==> config.mk <==
export PLATFORM = sky130hd
export DESIGN_NAME = alu_dispatch
export DESIGN_NICKNAME = d
export VERILOG_FILES = /design/src/rtl/alu_dispatch.sv
export SDC_FILE = /design/constraint.sdc
export NUM_CORES = 1
export LEC_CHECK = 0
export CORE_UTILIZATION = 56
export CTS_BUF_LIST = sky130_fd_sc_hd__clkbuf_4
export CTS_CLUSTER_SIZE = 10
export DETAILED_ROUTE_END_ITERATION = 10
export PLACE_DENSITY_LB_ADDON = 0.15
export SYNTH_ARGS = -nofsm -noshare
export SYNTH_HDL_FRONTEND = slang
export SYNTH_SLANG_ARGS = --single-unit
==> constraint.sdc <==
create_clock -name clk -period 4.2 [get_ports clk]
set_clock_uncertainty 0.1 [all_clocks]
set_input_delay 1.26 -clock clk [delete_from_list [all_inputs] [get_ports clk]]
set_output_delay 1.26 -clock clk [all_outputs]
set_load 0.03 [all_outputs]
==> src/rtl/alu_dispatch.sv <==
// Instruction dispatcher for an external 8-bit ALU: latches an instruction,
// drives the ALU operands for one cycle, then writes the result back.
module alu_dispatch #(
    parameter bit R0_ZERO = 1'b1
) (
    input  logic       clk,
    input  logic       reset,
    input  logic       instr_valid,
    output logic       instr_ready,
    input  logic [3:0] instr_op,
    input  logic [2:0] instr_rd,
    input  logic [2:0] instr_rs,
    input  logic [2:0] instr_rt,
    input  logic       instr_imm_en,
    input  logic [7:0] instr_imm,
    output logic [7:0] alu_a,
    output logic [7:0] alu_b,
    output logic [3:0] alu_cont,
    input  logic [7:0] alu_out,
    input  logic       alu_zero,
    output logic       wb_valid,
    output logic [2:0] wb_rd,
    output logic [7:0] wb_data,
    output logic       zero_q,
    output logic       illegal_op
);

    // state | meaning
    // IDLE  | waiting for an instruction
    // EXEC  | operands on the ALU, result captured at end of cycle
    // WB    | result written to rf; a new instruction may be accepted
    typedef enum logic [1:0] {
        S_IDLE = 2'd0,
        S_EXEC = 2'd1,
        S_WB   = 2'd2
    } state_t;

    state_t      state_q, state_d;
    logic [3:0]  op_q;
    logic [2:0]  rd_q, rs_q, rt_q;
    logic        imm_en_q;
    logic [7:0]  imm_q;
    logic [7:0]  result_q;
    logic        zf_q;
    logic [7:0]  rf_q [8];
    logic        accept;
    logic        op_legal;
    logic [7:0]  rs_val, rt_val;
    logic        rf_we;

    assign instr_ready = ((state_q == S_IDLE) || (state_q == S_WB)) && !reset;
    assign accept      = instr_valid && instr_ready;

    always_ff @(posedge clk or posedge reset) begin
        if (reset) begin
            state_q <= S_IDLE;
        end else begin
            state_q <= state_d;
        end
    end

    always_comb begin
        state_d = state_q;
        case (state_q)
            S_IDLE:  if (accept) state_d = S_EXEC;
            S_EXEC:  state_d = S_WB;
            S_WB:    state_d = accept ? S_EXEC : S_IDLE;
            default: state_d = S_IDLE;
        endcase
    end

    always_comb begin
        case (op_q)
            4'h0, 4'h1, 4'h2, 4'h5, 4'h6, 4'h7: op_legal = 1'b1;
            default:                            op_legal = 1'b0;
        endcase
    end

    // Reads see the value written at the edge that entered EXEC, so a
    // consumer accepted in a producer's WB needs no forwarding.
    always_comb begin
        rs_val = rf_q[rs_q];
        rt_val = rf_q[rt_q];
        if (R0_ZERO && (rs_q == 3'd0)) rs_val = 8'h00;
        if (R0_ZERO && (rt_q == 3'd0)) rt_val = 8'h00;
    end

    assign rf_we = (state_q == S_WB) && op_legal && !(R0_ZERO && (rd_q == 3'd0));

    always_ff @(posedge clk or posedge reset) begin
        if (reset) begin
            op_q     <= 4'h0;
            rd_q     <= 3'd0;
            rs_q     <= 3'd0;
            rt_q     <= 3'd0;
            imm_en_q <= 1'b0;
            imm_q    <= 8'h00;
        end else if (accept) begin
            op_q     <= instr_op;
            rd_q     <= instr_rd;
            rs_q     <= instr_rs;
            rt_q     <= instr_rt;
            imm_en_q <= instr_imm_en;
            imm_q    <= instr_imm;
        end
    end

    always_ff @(posedge clk or posedge reset) begin
        if (reset) begin
            result_q <= 8'h00;
            zf_q     <= 1'b0;
            zero_q   <= 1'b0;
            for (int i = 0; i < 8; i++) begin
                rf_q[i] <= 8'h00;
            end
        end else begin
            if (state_q == S_EXEC) begin
                result_q <= alu_out;
                zf_q     <= alu_zero;
            end
            if ((state_q == S_WB) && op_legal) begin
                zero_q <= zf_q;
            end
            if (rf_we) begin
                rf_q[rd_q] <= result_q;
            end
        end
    end

    always_comb begin
        alu_a      = 8'h00;
        alu_b      = 8'h00;
        alu_cont   = 4'h0;
        wb_valid   = 1'b0;
        wb_rd      = 3'd0;
        wb_data    = 8'h00;
        illegal_op = 1'b0;
        case (state_q)
            S_EXEC: begin
                alu_a    = rs_val;
                alu_b    = imm_en_q ? imm_q : rt_val;
                alu_cont = op_legal ? op_q : 4'h0;
            end
            S_WB: begin
                if (op_legal) begin
                    wb_valid = 1'b1;
                    wb_rd    = rd_q;
                    wb_data  = result_q;
                end else begin
                    illegal_op = 1'b1;
                end
            end
            default: ;
        endcase
    end

endmodule

Word level (Yosys, flattened, before mapping)
Index checks and enable logic that the tools add are counted.
- RAM bits: 0
- memory bits (read-only): 0
- output and inout bits: 35
- input bits: 34
- latch bits: 0
- memories kept: 0
- bits in registers: 98
- bitwise logic cells: 3
- reductions and logical operators: 14
- shift operators: 0
- add/subtract/negate cells: 0
- multiplexer cells: 28
- divide/modulo/power cells: 0
- order comparisons: 4
- multiply operators: 0
- equality and inequality tests: 8
- operators by type and width (operator ; count):
    two-way mux 8 bit ; 12
    bitwise mux 64 bit ; 1
    binary-select mux 8 bit (select 3 bit) ; 2
    demux 8 bit (select 3 bit) ; 1
    == test 4 x 3 -> 1 bit, second input constant ; 3
    greater-or-equal comparator 4 bit, second input constant ; 3
    NOT 3 -> 4 bit ; 3
    zero test 3 bit ; 3
    two-way mux 4 bit ; 2
    two-way mux 1 bit ; 6
    two-way mux 3 bit ; 2
    case mux 2 bit (3 select lines) ; 1
    OR reduction 6 bit ; 1
    logical AND 1 bit ; 5
    == test 4 x 1 -> 1 bit, second input constant ; 1
    == test 4 x 2 -> 1 bit, second input constant ; 1
    zero test 4 bit ; 1
    < comparator 4 x 1 -> 1 bit, second input constant ; 1
    == test 2 x 1 -> 1 bit, second input constant ; 1
    == test 2 bit, second input constant ; 1
    zero test 1 bit ; 2
    zero test 2 bit ; 1
    two-way mux 2 bit ; 1
    inequality test 2 bit, second input constant ; 1
    logical OR 1 bit ; 1

Longest topological paths before layout
- depth after elaboration: 7
- gate-level depth with buffers: 6

Worst setup path before layout
No wires, ideal clock.
- kind: register -> output
- start: register rs_q[1]
- end: output port alu_a[0]
- arrival: 2022 ps
- buffers on the path: 2
- stages on the path, launching flop included: 6
- data required time: 2840 ps
- slack: 818 ps
- cells stage by stage: dfrtp_1 > clkbuf_1 > clkbuf_1 > nor2b_1 > a221oi_1 > nor3_1
- cells in the longest elaborated chain, start to end: 6
- elaborated cells between the ends (all ways): 7
- RTL lines (what ; line ; source):
    start, declared ; 40 ; logic [2:0] rd_q, rs_q, rt_q;
    start signal, assigned ; 101 ; rs_q <= instr_rs;
    NOT 3 -> 4 bit (not written as such) ; 82 ; rs_val = rf_q[rs_q];
    binary-select mux 8 bit (select 3 bit) ; 82 ;
    two-way mux 8 bit (not written as such) (2 in a row) ; 82 ;
    two-way mux 8 bit * ; 84 ; if (R0_ZERO && (rs_q == 3'd0)) rs_val = 8'h00;
    two-way mux 8 bit * ; 138 ; case (state_q)
    end, declared ; 16 ; output logic [7:0] alu_a,
Every way passes the cells marked *; elsewhere a longest branch is shown, timed or not. The select of a mux whose other input is x is not followed.

Worst setup path after layout
- start: register rs_q[1]
- end: output port alu_a[3]
Same word-level chain as after synthesis.

==> summary.txt <==
Arr. time, crit path = 2690 ps
core box area = 7890 µm²
drt pass-1 iters = 4
Gate Count Post-Synth = 384
DP HPWL = 7410 µm
Slew Limit Fails = 0
Chip Width = 93.1 µm
static leakage = 2.56 nW
Synth cell types = 38
GRT Residual Overflow = 0
fin nets = 479
layout cell share with drive strength beyond 1 = 28.4%
outcome = completed
Worst Path Max Fanout = 11
initial antenna violation count = 0
most common cell after layout, fill and taps aside = dfrtp_1
Port Buffers = 67
Hold Buf Count CTS = 0
post-CTS setup buffer count = 0
share of the synthesized area in the top cell type = 48.5%
DR vias = 3281
GRT Total Usage = 26.8%
GPL Wtd Cong = 0.775
synthesized net count = 418
fmax = 0.247 GHz
Chip Height = 93.1 µm
#FFs+latches synth = 90
CTS tree = built
Critical Path End Type = primary output
peak supply drop = 265 µV
largest net degree at the start of global routing = 37
Seq/Total Area, Yosys = 48.5%
min-delay worst type = reg -> reg
max-slew headroom at the worst pin = 37.1%
pre-CTS setup slack = 317 ps
Final min period = 4050 ps
Worst Setup Start Kind = flop
async set or reset register ratio after synthesis = 100%
DRC errors left = 0
clock latency on the worst-skew pair = 440 ps
WP data required = 2840 ps
Area Overhead vs Synth = 19.9%
site row count = 32
Avg Cell Area, Syn = 12.1 µm²
final hold violation count = 0
Post-synth EDFFs = 0
overall power = 2.53 mW
Ant. Diodes = 0
CTS Root Cell = clkbuf_4
Final period util = 96.5%
Crit Path Category = reg -> out
hold_ws = 405 ps
post-route ant nets = 0
final worst setup slack = 147 ps
Most used DFF post-synth = dfrtp_1
commonest non-fill, non-tap cells in the layout = dfrtp_1 (89), mux2_2 (74), clkdlybuf4s50_1 (67), nand2_1 (39), mux2i_1 (34)
synth warn = 0
pwr dens = 454 nW/µm²
H-tree depth = 3
first-pass GRT wire length = 17400 µm
Reg clk slew, reported paths = 150 ps
DR iter-0 viols = 177
Die ar. = 8660 µm²
initial core utilization = 58.9%
Synth area leaders = dfrtp_1 (48%), mux2_2 (18%), mux2i_1 (7.3%), mux4_2 (4.4%), nand2_1 (3.2%)
Routed WL = 10800 µm
setup tns final = 0 ps
unrepaired setup endpoints after global routing = no
CTS Buf Count = 9
setup violators final = 0
area leader, netlist = dfrtp_1
post-DR vias/cell = 5.94
number of max-cap violations = 0
vias in the first global route = 3348
Cell Area, Synth = 4650 µm²
Clock Tree Buf Depth = 2
Worst Tran Pin Value = 940 ps
clock sinks = 90
IO Pins = 69
wire per inst = 19.6 µm
cell families after synthesis:
family                 share of synthesized area [%]
and+or+nand+nor                                 11.0
muxes                                           32.2
other                                         0.0807
DFF                                             48.5
AOI/OAI and AO/OA                               5.36
buffers and inverters                           2.91
timing repair:
item | CTS | global route
setup endpoints to repair | 0 | 8
gates resized for setup | 0 | 3
endpoints found under the hold margin | 0 | 0
metrics by stage:
step	instances	area [µm²]	utilization (%)
3_5_place_dp	536	5420	68.7
6_report	552	5570	70.6
2_1_floorplan	384	4650	-
3_3_place_gp	536	5420	68.7
4_1_cts	552	5570	70.6
5_1_grt	552	5570	70.6
state kept, by name (all words and copies together) (netlist names), 2 cells and up:
name / cells
result_q: 8
op_q: 4
state_q: 2
rf_q: 56
rd_q: 3
rt_q: 3
imm_q: 8
rs_q: 3
worst max-delay path: stages (launching register included):
cell and delay, ps:
dfrtp_1 640, buf_4 290, mux2_2 360, a221oi_1 290
nor3_1 80, clkdlybuf4s50_1 590
routing by layer:
layer	routed length, µm	GRT usage [%]	up-vias	part of all wire [%]
met1	4790	36.4	1655	44
met2	5310	43.8	90	49
met5	0	0	-	0
met3	559	5.53	17	5.2
met4	181	7.44	0	1.7
li1	-	-	1519	-
report_power, final:
group	internal [mW]	switching, mW	leakage [nW]	total, mW
combinational	0.418	0.308	1.32	0.726
sequential	1.07	0.229	1.16	1.30
clock	0.187	0.314	0.0769	0.501
total	1.68	0.850	2.56	2.53
path summary, 6_finish.rpt:
kind | startpoint | slack, ps | end | depth (start not counted)
worst max-delay path | rs_q[1] | 150 | alu_a[3] | 5
worst min-delay path | zf_q | 410 | zf_q | 2
worst max register to register | state_q[0] | 1670 | rf_q[44] | 4
worst min register to register | zf_q | 410 | zf_q | 2
max in group asynchronous | reset | 2180 | rf_q[6] | 3
min in group asynchronous | reset | 1140 | rf_q[55] | 2
cells in the mapped netlist, types with 2 or more instances:
cell      count
nand3_1       9
and3_1       14
mux4_2        9
dfrtp_1      90
nor2_1        7
nor3b_1       2
clkbuf_1     19
a22oi_1       7
nand2_1      39
nor3_1        6
buf_2         3
nor2b_1       9
nand2b_1      3
and2_1        2
o21ai_0      17
inv_1         4
a21oi_1       3
mux2i_1      34
buf_1         4
mux2_2       74
mux2_4        8
a221oi_1      5
layout make-up:
type / instances / area (µm²)
Clock buffer: 9 / 67.6
Clock inverter: 7 / 77.6
Fill cell: 566 / 2320
Inverter: 4 / 16.3
Multi-Input combinational cell: 262 / 2260
Sequential cell: 90 / 2250
Tap cell: 102 / 128
Timing Repair Buffer: 78 / 766
Power figures use the tool's default switching activity.
